`src/rtl/cbx_ccff_loader.sv`:
```
// cbx_ccff_loader: serializes bitstream words onto a tile configuration chain
module cbx_ccff_loader #(
   parameter int CHAIN_LEN = 11,
   parameter int WORD_W    = 8
) (
   input  logic              prog_clk,
   input  logic              pReset,
   input  logic              start,
   input  logic              abort,
   input  logic [WORD_W-1:0] bs_data,
   input  logic              bs_valid,
   output logic              bs_ready,
   output logic              ccff_head,
   output logic              ccff_shift_en,
   input  logic              ccff_tail,
   output logic              busy,
   output logic              done,
   output logic              err,
   output logic              tail_parity
);
   localparam int BW = $clog2(CHAIN_LEN + 1);
   localparam int WW = $clog2(WORD_W + 1);
   localparam logic [1:0] IDLE  = 2'd0;
   localparam logic [1:0] FETCH = 2'd1;
   localparam logic [1:0] SHIFT = 2'd2;
   localparam logic [1:0] DONE  = 2'd3;

   logic [1:0]        state;
   logic [BW-1:0]     bits_left;
   logic [WW-1:0]     word_left;
   logic [WORD_W-1:0] sreg;

   // abort suppresses the accept, the shift and the done pulse in its own cycle
   always_comb begin
      busy          = state != IDLE;
      bs_ready      = state == FETCH && !abort;
      ccff_shift_en = state == SHIFT && !abort;
      ccff_head     = ccff_shift_en & sreg[WORD_W-1];
      done          = state == DONE && !abort;
   end

   // load sequencing: fetch a word, shift it MSB first, refetch until the chain is full
   always_ff @(posedge prog_clk) begin
      if (pReset) begin
         state       <= IDLE;
         bits_left   <= '0;
         word_left   <= '0;
         sreg        <= '0;
         err         <= 1'b0;
         tail_parity <= 1'b0;
      end else if (state == IDLE) begin
         if (start) begin
            bits_left   <= BW'(CHAIN_LEN);
            tail_parity <= 1'b0;
            err         <= 1'b0;
            state       <= FETCH;
         end
      end else if (abort) begin
         state <= IDLE;
         err   <= 1'b1;
      end else begin
         case (state)
            FETCH: if (bs_valid) begin
               sreg      <= bs_data;
               word_left <= WW'(WORD_W);
               state     <= SHIFT;
            end
            SHIFT: begin
               sreg        <= sreg << 1;
               tail_parity <= tail_parity ^ ccff_tail;
               bits_left   <= bits_left - 1'b1;
               word_left   <= word_left - 1'b1;
               state       <= bits_left == BW'(1) ? DONE : word_left == WW'(1) ? FETCH : SHIFT;
            end
            default: state <= IDLE;
         endcase
      end
   end
endmodule

```
`config.mk`:
```
export PLATFORM = sky130hd
export DESIGN_NAME = cbx_ccff_loader
export DESIGN_NICKNAME = d
export VERILOG_FILES = /design/src/rtl/cbx_ccff_loader.sv
export SDC_FILE = /design/constraint.sdc
export NUM_CORES = 1
export LEC_CHECK = 0
export BUFFER_PORTS_ARGS = -buffer_cell sky130_fd_sc_hd__buf_4
export CAP_MARGIN = 20
export CELL_PAD_IN_SITES_DETAIL_PLACEMENT = 1
export CELL_PAD_IN_SITES_GLOBAL_PLACEMENT = 1
export CORE_UTILIZATION = 36
export CTS_BUF_LIST = sky130_fd_sc_hd__clkbuf_16
export DETAILED_ROUTE_END_ITERATION = 6
export PLACE_DENSITY = 0.78
export SLEW_MARGIN = 5
export SYNTH_ARGS = -nofsm -noshare
export SYNTH_HDL_FRONTEND = slang
export SYNTH_SLANG_ARGS = --single-unit
export TNS_END_PERCENT = 20
```
`constraint.sdc`:
```
create_clock -name prog_clk -period 1.6 [get_ports prog_clk]
set_input_delay 0.16 -clock prog_clk [delete_from_list [all_inputs] [get_ports prog_clk]]
set_output_delay 0.16 -clock prog_clk [all_outputs]
set_load 0.01 [all_outputs]
```
### After elaboration in Yosys (flattened, before gate mapping)

Cells that the tools add are included.
Widths: inputs -> output; s select.

* flip-flop bits (word level): 20
* input port bits: 14
* word-level logic and storage cells: 55

* add/subtract/negate cells: 2
* eq/ne operators: 9
* mux-type cells: 21
* bitwise operators: 4
* reduce and logical (&&, ||, !) cells: 13

Operators by type and width (number)
* $mux 4: 5
* $pmux 8 s2: 1
* $mux 2: 6
* $eq 4x1->1 const B: 2
* $mux 8: 1
* $pmux 4 s2: 1
* $reduce_bool 2->1: 4
* $sub 4x1->4 const B: 2
* $mux 1: 6
* $eq 2x2->1 const B: 2
* $ne 2x2->1 const B: 2
* $ne 4x3->1 const B: 1
* $pmux 2 s2: 1
* $reduce_and 2->1: 2
* $reduce_and 4->1: 1
* $logic_and 1x1->1: 3
* $reduce_and 3->1: 1
* $eq 2x1->1 const B: 1
* $logic_not 2->1: 1
* $ne 2x1->1 const B: 1
* $not 1->1: 2
* $and 1x1->1: 1
* $logic_not 1->1: 1
* $xor 1x1->1: 1

### Longest topological paths before layout

* depth after elaboration: 6
* depth in mapped cells: 8
* gate-level depth less buffers: 7

### Worst setup path before layout

No wires, ideal clock.

* kind: flip-flop to flip-flop
* from: register state[0]
* to: register word_left[2]
* arrival: 1.388 ns
* required time: 1.466 ns
* path slack: 0.078 ns
* stages on the path, launching flop included: 7
* period minus slack after synthesis: 1.522 ns
* cells stage by stage: dfxtp_1 > inv_1 > ha_1 > buf_4 > or3_1 > o21ai_0 > a21oi_1

* word-level cells in the longest chain between the ends: 3

Ends and longest elaborated chain
* from (decl): RTL line 28 `logic [1:0] state;`
* from (signal assigned): RTL line 73 `state <= bits_left == BW'(1) ? DONE : word_left == WW'(1) ? FETCH : SHIFT;`
* $eq 2x1->1, or another cell as far along: RTL line 62 `case (state)`
* $ne 2x2->1 (no source line), or another cell as far along
* $reduce_and 4->1 (no source line)
* to (signal assigned): RTL line 65 `word_left <= WW'(WORD_W);`
* to (signal assigned): RTL line 72 `word_left <= word_left - 1'b1;`
* to (decl): RTL line 30 `logic [WW-1:0] word_left;`

Parallel ways exist; a longest one is shown, timed or not.
A chain may end at the register's enable or synchronous reset.

### Final worst setup path

* from: register state[1]
* to: register word_left[2]

Same word-level chain as after synthesis.

==> flow_summary_export.csv <==
group,metric,value,unit
power,p_per_area,834,nW/µm²
drt,drt_iter0_drc,18,
timing,rsz0062_at_grt,"yes",
drt,finalWirelength,3330,µm
grt,grt_pass1_vias,1127,
timing,finClkSkew,0.00291,ns
timing,report.final.slew_viol_count,0,
hold_path,holdCritPathClass,"in -> reg",
yosys,ys_warn_count,0,
grt,grt_max_degree,22,
die,die_y,57.1,µm
die,io-pin-count,21,
drt,vias,1053,
timing,setup_viol,2,
placed_design,place_hpwl,2050,µm
timing,post-route-period-util,101,%
die,core.rowCount,19,
yosys,synth_nets,148,
worst_setup_path,arrival,1.74,ns
yosys,netlist_area,1090,µm²
placed_design,place_ws,-0.0420,ns
job,cap_violations,0,
cells_and_area,final_common_cell,"buf_4",
placed_design,gp_congestion,0.774,
die,die-area,3270,µm²
timing,finalCriticalPeriod,1.61,ns
drt,vias_per_cell,5.63,
die,start_util,38.7,%
drt,dr_wl_met2,1870,µm
cts,clkLatencyLatePin,0.25,ns
yosys,syn_inst,126,
cells_and_area,n_antenna_cell,0,
cells_and_area,fin_util,55.7,%
worst_setup_path,startpoint,"state[1]",
hold_path,worstHoldStart,"bs_data[0]",
timing,tns,-0.0259,ns
cts,cts_htree_levels,1,
worst_setup_path,path_max_fanout,4,
grt,grt_usage,21.0,%
cts,cts_tree,"built",
timing,tightestPinTransition,0.347,ns
timing,setup_slack,-0.0136,ns
cells_and_area,layout-drive-gt1-share,36.5,%
drt,drc,4,
drt,met1_length,1310,µm
cells_and_area,mostFrequentLayoutCells,"28 x buf_4, 18 x dfxtp_1, 12 x nor2_1",
worst_setup_path,setup.worst_path.end_class,"flip-flop",
worst_setup_path,critPathKind,"reg -> reg",
yosys,yosysUniqueCellTypes,35,
cells_and_area,fin_cells,187,
cts,cts_buffers,3,
placed_design,io_buffers,20,
timing,fmax,620,MHz
drt,antenna_left,0,
grt,grt_overflow,0,
drt,wl_met3,96,µm
cells_and_area,area_growth,43.9,%
worst_setup_path,worstPathRequired,1.73,ns
timing,holdWs,0.218,ns
worst_setup_path,timing.rr.start,"state[1]",
outcome,status,"finished with violations",
die,coreArea,2830,µm²
yosys,avgSynthCellArea,8.69,µm²
power,ir_drop,0.443,mV
timing,hold_viol,0,
die,fp.dieW,57.1,µm
worst_setup_path,regToRegSetupSlack,-0.01,ns
cts,root_buffer,"clkbuf_16",
cts,clk_pin_slew,0.06,ns
drt,wl_per_cell,17.8,µm
outcome,violations,"design-rule violations, negative setup slack",
worst_setup_path,start_kind,"flip-flop",
cts,clkSinkCount,20,
power,leakage,0.598,nW
grt,antenna_found_initial,0,
grt,grt_first_pass_wirelength,5240,µm
drt,dr.pass1.iters,6,
cts,cts_hold_buf,0,
timing,worst_slew_margin_rel,76.8,%
cells_and_area,fill_cells,321,
yosys,ys_seq_area_share,36.6,%
yosys,ys_seq_elements,20,
cells_and_area,fin_nets,179,
placed_design,dp.cells,175,
cts,clock_path_buffers,2,
drt,topRoutingLayerUsed,"met4",
[synth_stat cells (all sizes together)]
master	n	area share (%)
a211oi	11	8.0
nand4b	1	0.80
nor3	3	1.8
a21boi	1	0.69
a31oi	2	1.1
o21bai	1	0.69
o31ai	1	0.69
clkinv	1	0.34
nand2b	3	1.9
or3	2	1.1
inv	8	2.7
nand3b	2	1.4
o21ai	3	1.4
nor3b	2	1.4
nand3	1	0.46
clkbuf	2	0.69
buf	5	3.0
nor4	1	0.57
ha	8	9.1
nor4b	1	0.80
nand2	10	3.4
nor2	12	4.1
nor2b	3	1.7
a311oi	3	2.4
dfxtp	20	37
a22oi	1	0.69
mux2i	8	7.3
o32ai	1	0.80
and2	1	0.57
a21oi	8	3.7
[logic make-up (layout without fill, tap and decap cells)]
group,after synthesis,count (layout),synth area share (%)
buffers and inverters,16,46,6.74
adder cells (fa/ha/maj),8,8,9.14
flip-flops,20,20,36.6
AND/OR/NAND/NOR,42,42,20.1
multiplexers,8,8,7.31
AO/OA/AOI/OAI,32,32,20.1
[area by class of cell]
class	count	area, µm²	share of cell area, %
Inverter	9	40.0	2.54
Multi-Input combinational cell	90	713	45.3
Clock buffer	3	75.1	4.77
Clock inverter	1	3.75	0.238
Tap cell	31	38.8	2.46
Timing Repair Buffer	33	297	18.8
Sequential cell	20	408	25.9
[stage by stage]
stage | area [µm²] | power, mW
after floorplan | 1090 | 0.656
after global placement | 1290 | 0.728
after detailed placement | 1290 | 0.741
after CTS | 1510 | 1.30
after global routing | 1580 | 1.37
final | 1580 | 1.31
[timing repair]
action,4_1_cts,5_1_grt
resized for setup,18,12
endpoints found under the setup margin,8,13
setup buffers,3,4
pin swaps,4,8
gates cloned,2,0
[critical path, cell delays in order (launching register included)]
cell and delay (ns):
dfxtp_4 0.36, inv_4 0.04, ha_4 0.17, mux2i_4 0.20
buf_4 0.14, or3_4 0.36, o21ai_2 0.15, a21oi_1 0.08
[power by group]
part	total (mW)	internal, mW	switching [mW]
clock network	0.522	0.333	0.189
logic	0.255	0.128	0.127
registers	0.537	0.518	0.0189
total	1.31	0.979	0.335
[layer usage]
layer  vias up  GRT usage [%]
li1        510              -
met1       515           23.9
met2        22           40.8
met3         6           1.59
met4         0           6.97
met5         -              0
[path summary, 6_finish.rpt]
path         cells past startpoint           end
min                              3       sreg[0]
max                              7  word_left[2]
min reg2reg                      1  bits_left[3]
max reg2reg                      7  word_left[2]
[state kept, by name, indices dropped and copies added (netlist names)]
name and flops:
sreg 8, state 2, tail_parity 1, err 1, bits_left 4, word_left 4
Power figures use the tool's default switching activity.
